`src/rtl/loader_pkg.sv`:
```
// Shared types and constants for the imem_loader byte-stream program loader.
package loader_pkg;

  typedef enum logic [3:0] {
    ST_IDLE,
    ST_ADDR_HI,
    ST_ADDR_LO,
    ST_CNT_HI,
    ST_CNT_LO,
    ST_DATA_HI,
    ST_DATA_LO,
    ST_CSUM,
    ST_DONE
  } loader_state_t;

  localparam logic [7:0]  LOADER_SYNC_DEFAULT = 8'hA5;
  localparam int unsigned LOADER_HDR_BYTES    = 4;

endpackage

```
`src/rtl/imem_loader_if.sv`:
```
// Stream-in, instruction-memory write port and core status signals of the loader.
// master = loader side, slave = stream source / memory / core side.
interface imem_loader_if;
  // Stream handshake: a byte transfers on a rising edge where in_valid and in_ready are both high.
  logic [7:0]  in_data;
  logic        in_valid;
  logic        in_ready;
  logic        write_enable;
  logic [31:0] write_addr;
  logic [15:0] write_data;
  logic        cpu_hold;
  logic        load_done;
  logic        load_err;

  modport master (
    input  in_data, in_valid,
    output in_ready, write_enable, write_addr, write_data, cpu_hold, load_done, load_err
  );

  modport slave (
    output in_data, in_valid,
    input  in_ready, write_enable, write_addr, write_data, cpu_hold, load_done, load_err
  );
endinterface

```
`src/rtl/byte_pair_assembler.sv`:
```
// Big-endian byte pair assembler: holds the high byte, presents {hi, current byte}.
module byte_pair_assembler (
  input  logic        clk,
  input  logic        rst,
  input  logic        hi_load_i,
  input  logic [7:0]  byte_i,
  output logic [15:0] word_o
);

  logic [7:0] hi_q;

  always_ff @(posedge clk) begin
    if (rst) begin
      hi_q <= '0;
    end else if (hi_load_i) begin
      hi_q <= byte_i;
    end
  end

  assign word_o = {hi_q, byte_i};

endmodule

```
`src/rtl/imem_loader.sv`:
```
// Framed byte-stream loader into the instruction memory write port.
// Optional trailing XOR checksum byte enabled by IMEM_LOADER_CHECKSUM_EN.
module imem_loader import loader_pkg::*; #(
  parameter int unsigned N    = 6,
  parameter logic [7:0]  SYNC = LOADER_SYNC_DEFAULT
) (
  input  logic          clk,
  input  logic          rst,
  imem_loader_if.master bus,
  output loader_state_t state_dbg_o
);

  localparam logic [31:0] DEPTH = 32'd1 << N;

  loader_state_t state_q;
  logic [15:0]   start_q, count_q, index_q, waddr_q, wdata_q;
  logic          we_q, hold_q, done_q, err_q, ready_q;

  logic          accept, hi_load, cur_oob;
  logic [15:0]   pair_word, cur_addr, index_nx;

  assign accept   = bus.in_valid && ready_q;
  assign hi_load  = accept && (state_q == ST_ADDR_HI || state_q == ST_CNT_HI ||
                               state_q == ST_DATA_HI);
  assign cur_addr = start_q + index_q;
  assign index_nx = index_q + 16'd1;
  assign cur_oob  = {16'd0, cur_addr} >= DEPTH;

  byte_pair_assembler u_pair (
    .clk       (clk),
    .rst       (rst),
    .hi_load_i (hi_load),
    .byte_i    (bus.in_data),
    .word_o    (pair_word)
  );

`ifdef IMEM_LOADER_CHECKSUM_EN
  logic [7:0] csum_q;

  // Running XOR over header and data bytes; the sync byte restarts it.
  always_ff @(posedge clk) begin
    if (rst) begin
      csum_q <= '0;
    end else if (accept && state_q == ST_IDLE) begin
      csum_q <= '0;
    end else if (accept && (state_q == ST_ADDR_HI || state_q == ST_ADDR_LO ||
                            state_q == ST_CNT_HI  || state_q == ST_CNT_LO  ||
                            state_q == ST_DATA_HI || state_q == ST_DATA_LO)) begin
      csum_q <= csum_q ^ bus.in_data;
    end
  end
`endif

  always_ff @(posedge clk) begin
    if (rst) begin
      state_q <= ST_IDLE;
      start_q <= '0;
      count_q <= '0;
      index_q <= '0;
      waddr_q <= '0;
      wdata_q <= '0;
      we_q    <= 1'b0;
      hold_q  <= 1'b0;
      done_q  <= 1'b0;
      err_q   <= 1'b0;
      ready_q <= 1'b0;
    end else begin
      we_q   <= 1'b0;
      done_q <= 1'b0;
      case (state_q)
        ST_IDLE: begin
          ready_q <= 1'b1;
          if (accept && bus.in_data == SYNC) begin
            state_q <= ST_ADDR_HI;
            hold_q  <= 1'b1;
            err_q   <= 1'b0;
          end
        end
        ST_ADDR_HI: if (accept) state_q <= ST_ADDR_LO;
        ST_ADDR_LO: if (accept) begin
          start_q <= pair_word;
          state_q <= ST_CNT_HI;
        end
        ST_CNT_HI: if (accept) state_q <= ST_CNT_LO;
        ST_CNT_LO: if (accept) begin
          count_q <= pair_word;
          index_q <= '0;
          if (pair_word != 16'd0) begin
            state_q <= ST_DATA_HI;
          end else begin
`ifdef IMEM_LOADER_CHECKSUM_EN
            state_q <= ST_CSUM;
`else
            state_q <= ST_DONE;
            done_q  <= 1'b1;
            ready_q <= 1'b0;
`endif
          end
        end
        ST_DATA_HI: if (accept) state_q <= ST_DATA_LO;
        ST_DATA_LO: if (accept) begin
          // Out-of-range words are dropped but the frame keeps parsing.
          if (cur_oob) begin
            err_q <= 1'b1;
          end else begin
            we_q    <= 1'b1;
            waddr_q <= cur_addr;
            wdata_q <= pair_word;
          end
          index_q <= index_nx;
          if (index_nx == count_q) begin
`ifdef IMEM_LOADER_CHECKSUM_EN
            state_q <= ST_CSUM;
`else
            state_q <= ST_DONE;
            done_q  <= 1'b1;
            ready_q <= 1'b0;
`endif
          end else begin
            state_q <= ST_DATA_HI;
          end
        end
`ifdef IMEM_LOADER_CHECKSUM_EN
        ST_CSUM: if (accept) begin
          if (bus.in_data != csum_q) err_q <= 1'b1;
          state_q <= ST_DONE;
          done_q  <= 1'b1;
          ready_q <= 1'b0;
        end
`endif
        ST_DONE: begin
          state_q <= ST_IDLE;
          hold_q  <= 1'b0;
          ready_q <= 1'b1;
        end
        default: state_q <= ST_IDLE;
      endcase
    end
  end

  assign bus.in_ready     = ready_q;
  assign bus.write_enable = we_q;
  assign bus.write_addr   = {16'd0, waddr_q};
  assign bus.write_data   = wdata_q;
  assign bus.cpu_hold     = hold_q;
  assign bus.load_done    = done_q;
  assign bus.load_err     = err_q;
  assign state_dbg_o      = state_q;

endmodule
```
`src/flat_wrapper.sv`:
```
// flat-port wrapper written by rule: the top's interface ports become plain ports
module imem_loader_flat import loader_pkg::*;
#(
  parameter int unsigned N    = 6,
  parameter logic [7:0]  SYNC = LOADER_SYNC_DEFAULT
)
  (clk, rst, state_dbg_o, bus_in_data, bus_in_valid, bus_in_ready, bus_write_enable, bus_write_addr, bus_write_data, bus_cpu_hold, bus_load_done, bus_load_err);
  imem_loader_if bus_i ();
  input  logic clk;
  input  logic rst;
  output loader_state_t state_dbg_o;
  input wire logic [$bits(bus_i.in_data)-1:0] bus_in_data;
  input wire logic [$bits(bus_i.in_valid)-1:0] bus_in_valid;
  output wire logic [$bits(bus_i.in_ready)-1:0] bus_in_ready;
  output wire logic [$bits(bus_i.write_enable)-1:0] bus_write_enable;
  output wire logic [$bits(bus_i.write_addr)-1:0] bus_write_addr;
  output wire logic [$bits(bus_i.write_data)-1:0] bus_write_data;
  output wire logic [$bits(bus_i.cpu_hold)-1:0] bus_cpu_hold;
  output wire logic [$bits(bus_i.load_done)-1:0] bus_load_done;
  output wire logic [$bits(bus_i.load_err)-1:0] bus_load_err;
  assign bus_i.in_data = bus_in_data;
  assign bus_i.in_valid = bus_in_valid;
  assign bus_in_ready = bus_i.in_ready;
  assign bus_write_enable = bus_i.write_enable;
  assign bus_write_addr = bus_i.write_addr;
  assign bus_write_data = bus_i.write_data;
  assign bus_cpu_hold = bus_i.cpu_hold;
  assign bus_load_done = bus_i.load_done;
  assign bus_load_err = bus_i.load_err;
  imem_loader #(.N(N), .SYNC(SYNC)) u_core (.clk(clk), .rst(rst), .bus(bus_i), .state_dbg_o(state_dbg_o));
endmodule
```
`config.mk`:
```
export PLATFORM = sky130hd
export DESIGN_NAME = imem_loader_flat
export DESIGN_NICKNAME = d
export VERILOG_FILES = /design/src/rtl/loader_pkg.sv /design/src/rtl/imem_loader_if.sv /design/src/rtl/byte_pair_assembler.sv /design/src/rtl/imem_loader.sv /design/src/flat_wrapper.sv
export SDC_FILE = /design/constraint.sdc
export NUM_CORES = 1
export LEC_CHECK = 0
export BUFFER_PORTS_ARGS = -buffer_cell sky130_fd_sc_hd__clkbuf_2
export CORE_UTILIZATION = 59
export CTS_CLUSTER_DIAMETER = 80
export DETAILED_ROUTE_END_ITERATION = 10
export PLACE_DENSITY = 0.81
export RECOVER_POWER = 25
export SKIP_CTS_REPAIR_TIMING = 1
export SYNTH_ARGS = -nofsm -noshare
export SYNTH_HDL_FRONTEND = slang
export SYNTH_SLANG_ARGS = --single-unit
```
`constraint.sdc`:
```
create_clock -name clk -period 4.49 [get_ports clk]
set_clock_uncertainty 0.15 [all_clocks]
set_input_delay 0.6735 -clock clk [delete_from_list [all_inputs] [get_ports clk]]
set_output_delay 0.6735 -clock clk [all_outputs]
set_load 0.01 [all_outputs]
```
Word-level counts from Yosys, hierarchy flattened:

Cells that the tools add are included.

* bits in registers: 97
* output and inout bits: 57

* $add $sub $neg: 2
* magnitude comparators: 1
* equal/unequal tests: 19
* mux-type cells: 30
* bitwise gates (word level): 3
* reductions and logical operators: 21

Operators by type and width (count)
* 2-to-1 mux 4 bit: 9
* 2-to-1 mux 16 bit: 2
* case mux 16 bit (2 select lines): 1
* case mux 4 bit (7 select lines): 1
* inequality test 2 x 1 -> 1 bit (second input constant): 9
* adder 16 x 1 -> 16 bit (second input constant): 1
* adder 16 bit: 1
* == test 16 bit: 1
* greater-or-equal comparator 16 x 7 -> 1 bit (second input constant): 1
* nonzero test 16 bit: 1
* 2-to-1 mux 1 bit: 13
* == test 4 x 3 -> 1 bit (second input constant): 3
* == test 4 x 2 -> 1 bit (second input constant): 2
* == test 8 bit (second input constant): 1
* AND reduction 7 bit: 1
* case mux 1 bit (2 select lines): 3
* AND reduction 2 bit: 3
* AND reduction 3 bit: 2
* nonzero test 2 bit: 3
* AND reduction 5 bit: 1
* == test 4 x 1 -> 1 bit (second input constant): 1
* == test 4 bit (second input constant): 1
* logical NOT 4 bit: 1
* AND reduction 4 bit: 1
* other kinds (8): 13

Logic depth before layout (Yosys ltp):

Gate-level depths: netlist of run 1.

* depth in word-level cells: 5
* gate-level depth with buffers: 13
* mapped depth without buffers: 11

Hierarchy:

A second synthesis of run 1 with hierarchy kept.

* cell total of the unflattened synthesis: 697
* area, all modules: 5587.9 um2

By module, submodules not included
* imem_loader: times used 1, cells an instance 663, area each 5242.5 um2, sequential area each 1781.7 um2
* byte_pair_assembler: times used 1, cells an instance 34, area each 345.3 um2, sequential area each 160.2 um2

Worst setup path before layout of run 1:

Ideal clock, no wire load.

* kind: reg-to-reg
* start point: reg u_core.index_q[0]
* end point: reg u_core.wdata_q[11], in the netlist u_core.bus.write_data[11]
* library setup time: 0.132 ns
* arrival time: 3.089 ns
* slack: 1.119 ns
* stages on the path, launching flop included: 14
* path buffers: 2
* cells stage by stage: dfxtp_1 > ha_1 > inv_1 > fa_1 > nand2b_1 > a21oi_2 > o21ai_1 > a2111oi_2 > o2111ai_1 > or4_1 > buf_2 > buf_6 > o31ai_1 > a21oi_1

* longest elaborated chain between the ends: 4

RTL lines
* from (decl): line imem_loader.sv:16 `logic [15:0] start_q, count_q, index_q, waddr_q, wdata_q;`
* from (signal assigned): line imem_loader.sv:110 `index_q <= index_nx;`
* adder 16 bit: line imem_loader.sv:25 `assign cur_addr = start_q + index_q;`
* greater-or-equal comparator 16 x 7 -> 1 bit: line imem_loader.sv:27 `assign cur_oob = {16'd0, cur_addr} >= DEPTH;`
* NOT 1 bit (no line)
* AND reduction 3 bit (no line)
* to (signal assigned): line imem_loader.sv:108 `wdata_q <= pair_word;`
* to (decl): line imem_loader.sv:16

No other way between the ends.
A chain may end at the register's enable or synchronous reset.

Final worst setup path of run 1:

* start point: reg u_core.index_q[0]
* end point: reg u_core.wdata_q[8], in the netlist u_core.bus.write_data[8]

The elaborated chain is that of the path after synthesis.

==> results of run 1 <==
worst register-to-register path: cells and delay by family (launching register included):
kind	cells	cell delay, ns
fa+ha+maj	2	0.60
buf+inv	2	0.32
compound gates	6	1.40
flops	1	0.46
simple gates	2	0.78
per-stage QoR:
| step | std cells | instance area [um2] | hold slack, ns | worst slack [ns] | total power, uW |
|---|---|---|---|---|---|
| 2_1_floorplan | 716 | 5590 | 0.290 | 1.12 | 914 |
| 3_3_place_gp | 822 | 5740 | 0.297 | 0.800 | 918 |
| 3_5_place_dp | 822 | 5740 | 0.304 | 0.657 | 918 |
| 4_1_cts | 838 | 5950 | 0.317 | 0.613 | 1520 |
| 5_1_grt | 838 | 5910 | 0.347 | 0.293 | 1570 |
| 6_report | 838 | 5910 | 0.320 | 0.526 | 1530 |
final timing paths:
| path | from | endpoint | slack, ns | depth (start not counted) |
|---|---|---|---|---|
| setup / recovery | u_core.index_q[0] | u_core.bus.write_data[8] | 0.53 | 12 |
| hold / removal | u_core.start_q[14] | u_core.start_q[14] | 0.32 | 2 |
| setup reg to reg | u_core.index_q[0] | u_core.bus.write_data[8] | 0.53 | 12 |
| hold reg to reg | u_core.start_q[14] | u_core.start_q[14] | 0.32 | 2 |
power groups by stage:
stage,Sequential (uW),Clock [uW],Combinational (uW)
3_3_place_gp,881,0,37.3
2_1_floorplan,881,0,32.8
6_report,861,625,39.2
3_5_place_dp,881,0,37.7
4_1_cts,861,624,37.8
5_1_grt,861,671,42.5
cells by family (layout without fill, tap and decap cells):
| group | after synthesis | count (layout) | synth area share, % |
|---|---|---|---|
| compound gates | 189 | 189 | 22.8 |
| xor+xnor | 31 | 31 | 4.91 |
| fa+ha+maj | 17 | 17 | 3.98 |
| buf+inv | 77 | 91 | 6.83 |
| flops | 97 | 97 | 35.1 |
| mux | 10 | 10 | 1.81 |
| other cells | 1 | 16 | 0.0678 |
| simple gates | 279 | 279 | 24.5 |
final cells by class:
cell class	count	share of cell area, %
Multi-Input combinational cell	542	55.4
Sequential cell	97	32.9
Timing Repair Buffer	62	5.00
Tap cell	108	2.29
Clock buffer	9	2.10
Clock inverter	7	1.52
Inverter	13	0.826
routing by layer:
layer | global-route usage [%] | part of all wire, %
met5 | 0 | 0
met1 | 43.4 | 42
met2 | 53.5 | 48
met4 | 13.2 | 2.1
met3 | 4.89 | 8.4
flip-flops by register name, summed over array words and instances (netlist names):
signal	cells
u_core.bus.write_data	16
u_core.waddr_q	16
u_core.bus.cpu_hold	1
u_core.bus.load_done	1
u_core.bus.load_err	1
u_core.bus.write_enable	1
u_core.start_q	16
u_core.state_dbg_o	4
u_core.u_pair.hi_q	8
u_core.bus.in_ready	1
u_core.index_q	16
u_core.count_q	16
layout by cell type, fill, tap and decap left out, types with 3 or more instances in the layout:
master / n
sky130_fd_sc_hd__nor4_1: 4
sky130_fd_sc_hd__or4_1: 6
sky130_fd_sc_hd__a21oi_1: 95
sky130_fd_sc_hd__clkbuf_8: 9
sky130_fd_sc_hd__a211oi_1: 4
sky130_fd_sc_hd__nand2b_1: 4
sky130_fd_sc_hd__xnor2_1: 25
sky130_fd_sc_hd__o21ai_1: 4
sky130_fd_sc_hd__nor2_1: 58
sky130_fd_sc_hd__a31oi_1: 7
sky130_fd_sc_hd__clkbuf_1: 34
sky130_fd_sc_hd__xor2_1: 6
sky130_fd_sc_hd__nand4b_1: 3
sky130_fd_sc_hd__dfxtp_1: 97
sky130_fd_sc_hd__clkbuf_2: 17
sky130_fd_sc_hd__nor3_1: 22
sky130_fd_sc_hd__conb_1: 16
sky130_fd_sc_hd__nor2b_1: 6
sky130_fd_sc_hd__inv_1: 12
sky130_fd_sc_hd__nand3_1: 18
sky130_fd_sc_hd__o21ai_0: 18
sky130_fd_sc_hd__and3_1: 6
sky130_fd_sc_hd__o31ai_1: 4
sky130_fd_sc_hd__nor3b_1: 13
sky130_fd_sc_hd__a21o_1: 9
sky130_fd_sc_hd__mux2i_1: 10
sky130_fd_sc_hd__buf_4: 11
sky130_fd_sc_hd__nand2_1: 98
sky130_fd_sc_hd__o31ai_2: 18
sky130_fd_sc_hd__inv_8: 3
sky130_fd_sc_hd__nand4_1: 29
sky130_fd_sc_hd__ha_1: 16
==> run metrics, run 1 <==
DRC violation total after the first TritonRoute iteration between 300 and 400; Max-Slew Margin vs Limit -77.2%; wire length of the first global-routing pass 25.4 mm; CP Capture Type flip-flop; clk root buf sky130_fd_sc_hd__clkbuf_8; main area contributors after synthesis sky130_fd_sc_hd__dfxtp_1, sky130_fd_sc_hd__a21oi_1, sky130_fd_sc_hd__nand2_1; synthesized netlist cell count between 700 and 800; ratio of cells with drive above 1 in the final layout between 10% and 20%; Seq/Total Area, Yosys around a third; leftover overflow at the end of global routing 0; Top Family by Delay on Critical Path compound AO/OA/AOI/OAI gates; clock transition at the registers of the reported paths 0.10 ns; setup repair after global routing missed its margin false; Seq pwr share 56.4%; standard cell core area 0.00889 mm2; CP max FO 23; synthesis-stage register bit count 97; DRC errors left 0; switching power 384 uW; maximum number of pins on one net before global-route repair slightly above 60; Worst Tran Pin Value approximately 2.7 ns; Setup crit start kind flip-flop; CTS Buf Count 9; Synth top cells by count sky130_fd_sc_hd__nand2_1, sky130_fd_sc_hd__dfxtp_1, sky130_fd_sc_hd__a21oi_1; Nets approximately 750; most used flip-flop cell after synthesis sky130_fd_sc_hd__dfxtp_1; largest buffer count on any clock path 2; number of inserted diodes 0; buffering stage count on the worst path with inverters included 2; average size of a mapped cell 7.89 um2; quantity of I/O buffers inserted on ports 51; number of warnings issued by yosys 0; layout overhead on the synthesized area 6.83%; clock tree from TritonCTS done; top cell type by total area after synthesis sky130_fd_sc_hd__dfxtp_1; number of different library cells in the post-synthesis netlist 65; Slowest cell on crit path sky130_fd_sc_hd__or4_1; number of maximum-capacitance constraint violations 1; Clock Sinks 97; Netlist Area Pre-Place 0.00553 mm2; part of the power in the clock network just over 40%; number of vias after detailed routing approximately 5,300; list of cells traversed by the critical path ha_1, inv_1, fa_1, nand2b_1, a21oi_2, o21ai_1, a2111oi_2, o2111ai_1, or4_1, buf_4, o31ai_1, a21oi_1; count of flip-flops with a built-in enable after synthesis 0; count of final hold-check violations 0; failing checks capacitance limit, slew limit; proportion of total power due to net switching between 20% and 30%; number of top-level design ports 68; filler instances 783; portion of synthesized cell area occupied by the leading cell type about a third; Worst Path Arrival between 3 and 4 ns; Sequential cell area around 0.002 mm2; Period minus WS final between 3 and 4 ns; area used by multi-input combinational logic 0.00328 mm2; summed negative setup slack over all endpoints 0 ns; total iterations of the first detailed-routing run 5; detailed-placement wirelength estimate 10.6 mm; wire length per cell ~18 um; share of synthesized registers carrying an async set or reset 0%; class of the tightest hold or removal check flip-flop to flip-flop; final design utilization around 66%; VDD IR max 0.214 mV; required arrival time at the worst endpoint roughly 4.5 ns; post-DR vias/cell about 6.4; total internal power 1140 uW; number of antenna violations at the first check in global routing 0; global-route total usage across every layer about 33%; path type of the worst setup path flip-flop to flip-flop; result of the run complete, but fails checks; Power Dens Cells 258 mW/mm2; Clk Latency, worst-skew pair between 0.3 and 0.4 ns; fmax about 250 MHz; total die area approximately 0.0098 mm2; setup violators final 0; final weighted congestion in routability-driven placement approximately 0.9; Leak Pwr around 0.0022 uW; die height a little under 100 um; vias in the first global route approximately 5,100; final slew viol count 61; remaining antenna violation count 0; part of the total power dissipated in combinational logic under 10%; share of the clock period used by the worst path after layout around nine tenths; Cell Rows 34; htree depth 3; die boundary width slightly below 100 um; Critical Path Max Stage Delay about 0.58 ns; most frequent cell after synthesis sky130_fd_sc_hd__nand2_1; wire length after detailed routing between 15 and 20 mm; effective utilization at floorplan between 60 and 70%
(Power assumes the default switching activity.)
==> run 2: changes to the inputs <==
--- a/config.mk
+++ b/config.mk
@@ -5,11 +5,12 @@
 export SDC_FILE = /design/constraint.sdc
 export NUM_CORES = 1
 export LEC_CHECK = 0
+export ABC_CLOCK_PERIOD_IN_PS = 4490
 export BUFFER_PORTS_ARGS = -buffer_cell sky130_fd_sc_hd__clkbuf_2
-export CORE_UTILIZATION = 59
+export CORE_UTILIZATION = 25
 export CTS_CLUSTER_DIAMETER = 80
 export DETAILED_ROUTE_END_ITERATION = 10
-export PLACE_DENSITY = 0.81
+export PLACE_DENSITY = 0.45
 export RECOVER_POWER = 25
 export SKIP_CTS_REPAIR_TIMING = 1
 export SYNTH_ARGS = -nofsm -noshare
==> run metrics, run 2 (synthesis gave the netlist of run 1 again) <==
effective utilization at floorplan 25.4% (-37 points); final slew viol count 98 (+61%); proportion of total power due to net switching 23.6% (-1.6 points); Post-Place Cells 994 (+21%); detailed-placement wirelength estimate 12.0 mm (+14%); required arrival time at the worst endpoint 4.48 ns (about the same); failing checks capacitance limit, slew limit; number of antenna violations at the first check in global routing 0 (unchanged); commonest cells after routing, fill and taps aside sky130_fd_sc_hd__nand2_1, sky130_fd_sc_hd__dfxtp_1, sky130_fd_sc_hd__a21oi_1, sky130_fd_sc_hd__nor2_1, sky130_fd_sc_hd__clkbuf_1; leftover overflow at the end of global routing 0 (unchanged); maximum number of pins on one net before global-route repair 98 (+61%); total iterations of the first detailed-routing run 4 (-1); final weighted congestion in routability-driven placement 0.798 (-11%); die boundary width 151 um (+53%); number of maximum-capacitance constraint violations 1 (unchanged); switching power 408 uW (+6.4%); Critical Path Max Stage Delay 0.61 ns (+0.03 ns); area after detailed placement 0.00596 mm2 (+3.8%); total internal power 1320 uW (+16%); path type of the worst setup path flip-flop to flip-flop; DRC violation total after the first TritonRoute iteration 308 (-8.6%); wire length of the first global-routing pass 27.4 mm (+8.1%); die height 151 um (+53%); number of vias after detailed routing 5,055 (-5.1%); wire length per cell 16.9 um (-6.7%); fmax 258 MHz (+2.3%); list of cells traversed by the critical path ha_1, inv_1, fa_1, nand2b_1, a21oi_2, o21ai_1, a2111oi_2, o2111ai_1, or4_1, buf_4, o31ai_1, a21oi_1; Nets 753 (unchanged); filler instances 2,412 (+210%); share of the clock period used by the worst path after layout 86.3% (-2.0 points); Cell Rows 54 (+59%); Final Instance Count excl. Fillers 1,010 (+21%); htree depth 3 (unchanged); number of inserted diodes 0 (unchanged); post-DR vias/cell 5.00 (-21%); Power Dens Cells 278 mW/mm2 (+7.7%); clock tree from TritonCTS done; area used by multi-input combinational logic 0.00328 mm2 (about the same); Worst Path Arrival 3.87 ns (-0.07 ns); ratio of cells with drive above 1 in the final layout 10.4% (+0.27 points); number of top-level design ports 68 (unchanged); result of the run complete, but fails checks; CP max FO 22 (-4.3%); clk root buf sky130_fd_sc_hd__clkbuf_16; Max-Slew Margin vs Limit -41.9% (+35 points); layout overhead on the synthesized area 12.6%; quantity of I/O buffers inserted on ports 51 (unchanged); Setup crit start kind flip-flop; largest buffer count on any clock path 2 (unchanged); total die area 0.0227 mm2 (+130%); summed negative setup slack over all endpoints 0 ns (unchanged); Clock Sinks 97 (unchanged); final design utilization 28.6% (-38 points); CTS Buf Count 9 (unchanged); most common library cell in the layout ignoring fill and taps sky130_fd_sc_hd__nand2_1; count of final hold-check violations 0 (unchanged); final non-filler cell area 0.00623 mm2 (+5.4%); standard cell core area 0.0218 mm2 (+140%); wire length after detailed routing 17.1 mm (+12%); class of the tightest hold or removal check flip-flop to flip-flop; part of the power in the clock network 47.9% (+6.9 points); Sequential cell area 0.00194 mm2 (unchanged); vias in the first global route 4,774 (-6.1%); Seq pwr share 49.7% (-6.7 points); DRC errors left 0 (unchanged); Leak Pwr 0.00221 uW (+2.3%); Worst Tran Pin Value 2.13 ns (-0.530 ns); Clk Latency, worst-skew pair 0.36 ns (-0.02 ns); clock transition at the registers of the reported paths 0.08 ns (-0.02 ns); VDD IR max 0.210 mV (-1.9%); Period minus WS final 3.87 ns (-0.0898 ns); remaining antenna violation count 0 (unchanged); part of the total power dissipated in combinational logic 2.3% (-0.3 points); setup repair after global routing missed its margin false; CP Capture Type flip-flop; global-route total usage across every layer 15.8% (-17 points); Slowest cell on crit path sky130_fd_sc_hd__or4_1; setup violators final 0 (unchanged)
[run 2: worst paths after layout]
kind                           from                  endpoint  slack [ns]  cells past startpoint
setup / recovery  u_core.index_q[0]  u_core.bus.write_data[8]        0.62                     12
hold / removal    u_core.start_q[0]         u_core.start_q[0]        0.31                      2
setup reg to reg  u_core.index_q[0]  u_core.bus.write_data[8]        0.62                     12
hold reg to reg   u_core.start_q[0]         u_core.start_q[0]        0.31                      2
[run 2: metal layers]
metal	part of all wire, %	wire length [um]	track usage (%)
met1	48	8170	21.6
met2	47	8090	25.6
met3	3.1	531	1.85
met4	1.8	307	5.20
met5	0	0	0
[run 2: through the flow]
step           hold slack, ns  worst slack [ns]  power, uW
2_1_floorplan           0.290              1.12        914
5_1_grt                 0.336             0.217       1800
4_1_cts                 0.317             0.664       1750
3_3_place_gp            0.301             0.768        922
6_report                0.314             0.615       1730
3_5_place_dp            0.305             0.680        922
[run 2: final cells by class]
type | instances | area share [%]
clock buffer | 10 | 3.84
clock inverter | 6 | 1.17
inverter | 13 | 0.784
multi-input combinational | 542 | 52.6
sequential | 97 | 31.2
tap | 280 | 5.63
timing repair buffer | 62 | 4.76
[run 2: power by group through the flow]
stage               Sequential (uW)  Combinational (uW)  Clock (uW)
CTS                             860                41.5         849
detailed placement              881                41.5           0
floorplan                       881                32.8           0
global route                    860                45.3         890
finish                          860                40.2         829
global placement                881                41.3           0
[run 2: worst max-delay path: cells and delay by family, from the launching register on]
kind,cells,cell delay [ns]
fa+ha+maj,2,0.62
compound gates,6,1.28
buf+inv,2,0.33
simple gates,2,0.80
flops,1,0.47
==> run 3: changes to the inputs <==
--- a/config.mk
+++ b/config.mk
@@ -7,6 +7,7 @@
 export LEC_CHECK = 0
 export ABC_CLOCK_PERIOD_IN_PS = 4490
 export BUFFER_PORTS_ARGS = -buffer_cell sky130_fd_sc_hd__clkbuf_2
+export CORE_ASPECT_RATIO = 0.8
 export CORE_UTILIZATION = 25
 export CTS_CLUSTER_DIAMETER = 80
 export DETAILED_ROUTE_END_ITERATION = 10
@@ -15,4 +16,5 @@
 export SKIP_CTS_REPAIR_TIMING = 1
 export SYNTH_ARGS = -nofsm -noshare
 export SYNTH_HDL_FRONTEND = slang
+export SYNTH_HIERARCHICAL = 1
 export SYNTH_SLANG_ARGS = --single-unit
==> run metrics, run 3 <==
result of the run finished, final reports clean; CP max FO 22 (unchanged); ratio of cells with drive above 1 in the final layout 6.59% (-3.8 points); CP Launch Point u_core/index_q[4]; standard cell core area 0.0217 mm2 (about the same); total die area 0.0230 mm2 (+1.0%); Nets 736 (-2.3%); Seq pwr share 50.2% (+0.5 points); commonest cells after routing, fill and taps aside sky130_fd_sc_hd__dfxtp_1, sky130_fd_sc_hd__nand2_1, sky130_fd_sc_hd__a21oi_1, sky130_fd_sc_hd__nand2b_1, sky130_fd_sc_hd__nor2_1; average size of a mapped cell 8.02 um2 (+1.6%); required arrival time at the worst endpoint 4.57 ns (+0.09 ns); GR Layer Usage met3 3.36% (+1.5 points); DRC violation total after the first TritonRoute iteration 304 (-1.3%); Synth top cells by count sky130_fd_sc_hd__dfxtp_1, sky130_fd_sc_hd__nand2_1, sky130_fd_sc_hd__a21oi_1; synthesis-stage register bit count 97 (unchanged); DRC errors left 0 (unchanged); Post-Place Setup Slack 0.860 ns (+0.181 ns); final slew viol count 0 (-100%); clock transition at the registers of the reported paths 0.08 ns (about the same); remaining antenna violation count 0 (unchanged); worst hold endpoint u_core/start_q[11]; fraction of met1 tracks used by global routing 22.0% (+0.41 points); worst reg-to-reg setup slack 0.83 ns (+0.21 ns); CTS Buf Count 9 (unchanged); post-DR vias/cell 4.81 (-4.0%); Worst Tran Pin Value 1.05 ns (-1.08 ns); path type of the worst setup path flip-flop to flip-flop; number of top-level design ports 68 (unchanged); proportion of total power due to net switching 26.1% (+2.5 points); Leak Pwr 0.00216 uW (-2.3%); layout overhead on the synthesized area 11.1%; class of the tightest hold or removal check flip-flop to flip-flop; Worst Path Arrival 3.75 ns (-0.12 ns); summed negative setup slack over all endpoints 0 ns (unchanged); fmax 273 MHz (+5.8%); part of the power in the clock network 45.4% (-2.5 points); CP Capture Type flip-flop; synthesized netlist cell count 697 (-0.57%); Setup crit start kind flip-flop; Cell Rows 48 (-11%); most frequent cell after synthesis sky130_fd_sc_hd__dfxtp_1; Netlist Area Pre-Place 0.00559 mm2 (+1.0%); total iterations of the first detailed-routing run 5 (+1); effective utilization at floorplan 25.7% (+0.27 points); number of antenna violations at the first check in global routing 0 (unchanged); main area contributors after synthesis sky130_fd_sc_hd__dfxtp_1, sky130_fd_sc_hd__a21oi_1, sky130_fd_sc_hd__nand2_1; number of inserted diodes 0 (unchanged); total internal power 1280 uW (-2.9%); part of the total power dissipated in combinational logic 4.4% (+2.1 points); launch instance of the worst min-delay path u_core/start_q[11]; number of maximum-capacitance constraint violations 0 (-1); top cell type by total area after synthesis sky130_fd_sc_hd__dfxtp_1; final weighted congestion in routability-driven placement 0.866 (+8.5%); clk root buf sky130_fd_sc_hd__clkbuf_16; maximum number of pins on one net before global-route repair 90 (-8.2%); Max-Slew Margin vs Limit 30.0% (+72 points); number of warnings issued by yosys 6 (+6); leftover overflow at the end of global routing 0 (unchanged); setup repair after global routing missed its margin false; area used by multi-input combinational logic 0.00329 mm2 (+0.34%); final non-filler cell area 0.00621 mm2 (-0.32%); htree depth 3 (unchanged); area after detailed placement 0.00594 mm2 (-0.34%); Clk Latency, worst-skew pair 0.35 ns (about the same); Hold Path Cell Cnt 2 (unchanged); quantity of I/O buffers inserted on ports 51 (unchanged); global-route layer with the greatest usage met1; wire length after detailed routing 16.1 mm (-6.0%); VDD IR max 0.153 mV (-27%); largest buffer count on any clock path 2 (unchanged); setup violators final 0 (unchanged); wire length of the first global-routing pass 25.0 mm (-8.9%); count of final hold-check violations 0 (unchanged); portion of synthesized cell area occupied by the leading cell type 34.8% (-0.35 points); number of different library cells in the post-synthesis netlist 61 (-6.2%); filler instances 2,429 (+0.70%); met2 Track Usage GR 19.1% (-6.5 points); final setup margin 0.828 ns (+0.213 ns); wire length per cell 15.9 um (-6.3%); critical register-to-register path endpoint u_core/waddr_q[2]; Clock Sinks 97 (unchanged); switching power 453 uW (+11%); clock tree from TritonCTS done; Period minus WS final 3.66 ns (-0.213 ns); Seq/Total Area, Yosys 34.8% (-0.35 points); Sequential cell area 0.00194 mm2 (unchanged); startpoint of the worst-slack reg-to-reg timing path u_core/index_q[4]; die height 136 um (-10%); global-route total usage across every layer 14.1% (-1.6 points); Power Dens Cells 280 mW/mm2 (+0.67%); count of flip-flops with a built-in enable after synthesis 0 (unchanged); share of the clock period used by the worst path after layout 81.6% (-4.7 points); most common library cell in the layout ignoring fill and taps sky130_fd_sc_hd__dfxtp_1; die boundary width 169 um (+12%); detailed-placement wirelength estimate 11.5 mm (-4.4%); most used flip-flop cell after synthesis sky130_fd_sc_hd__dfxtp_1; vias in the first global route 4,243 (-11%); share of synthesized registers carrying an async set or reset 0% (unchanged); number of vias after detailed routing 4,869 (-3.7%); Reg2Reg Depth 9 (-3)
-- run 3: routing by layer --
metal | routed length, um | up-vias
met5 | 0 | -
met4 | 59 | 0
met3 | 954 | 4
met2 | 6380 | 127
met1 | 8670 | 2280
li1 | - | 2458
-- run 3: worst max-delay path by stage --
stage	endpoint	slack [ns]	cells after the start
floorplan	u_core/waddr_q[3]	1.35	11
global placement	u_core/waddr_q[1]	0.92	9
detailed placement	u_core/waddr_q[1]	0.86	9
CTS	u_core/waddr_q[1]	0.84	9
global route	u_core/waddr_q[2]	0.59	9
finish	u_core/waddr_q[2]	0.83	9
-- run 3: final cells by class --
cell class | instances | area share, %
Inverter | 8 | 0.484
Tap cell | 300 | 6.05
Sequential cell | 97 | 31.3
Clock inverter | 7 | 1.37
Timing Repair Buffer | 57 | 4.19
Clock buffer | 9 | 3.63
Multi-Input combinational cell | 535 | 53.0
-- run 3: worst max-delay path: stages (launching register included) --
cell and delay [ns]:
sky130_fd_sc_hd__dfxtp_1 0.53, sky130_fd_sc_hd__ha_1 0.39, sky130_fd_sc_hd__a21o_1 0.24, sky130_fd_sc_hd__a31oi_2 0.29
sky130_fd_sc_hd__a21oi_1 0.14, sky130_fd_sc_hd__or4b_1 0.54, sky130_fd_sc_hd__a22o_1 0.26, sky130_fd_sc_hd__nor4_4 0.24
sky130_fd_sc_hd__buf_4 0.38, sky130_fd_sc_hd__mux2_2 0.37
-- run 3: logic make-up after synthesis --
family | share of synthesized area, %
AO/OA/AOI/OAI | 18.0
AND/OR/NAND/NOR | 26.1
buffers and inverters | 7.39
XOR/XNOR | 4.08
flip-flops | 34.8
adder cells (fa/ha/maj) | 4.12
multiplexers | 5.49
other | 0.0671
-- run 3: stage by stage --
| step | cells | power [uW] | hold slack, ns | util, % |
|---|---|---|---|---|
| global placement | 997 | 968 | 0.303 | 27.3 |
| floorplan | 712 | 957 | 0.291 | - |
| finish | 1013 | 1740 | 0.316 | 28.6 |
| detailed placement | 997 | 968 | 0.307 | 27.3 |
| global route | 1013 | 1810 | 0.333 | 28.6 |
| CTS | 1013 | 1770 | 0.320 | 28.7 |
-- run 3: power by group through the flow --
stage,combinational (uW),sequential [uW],clock (uW)
5_1_grt,84.3,873,851
3_3_place_gp,76.8,892,0
4_1_cts,76.5,871,822
2_1_floorplan,69.9,887,0
3_5_place_dp,76.2,892,0
6_report,76.4,871,788
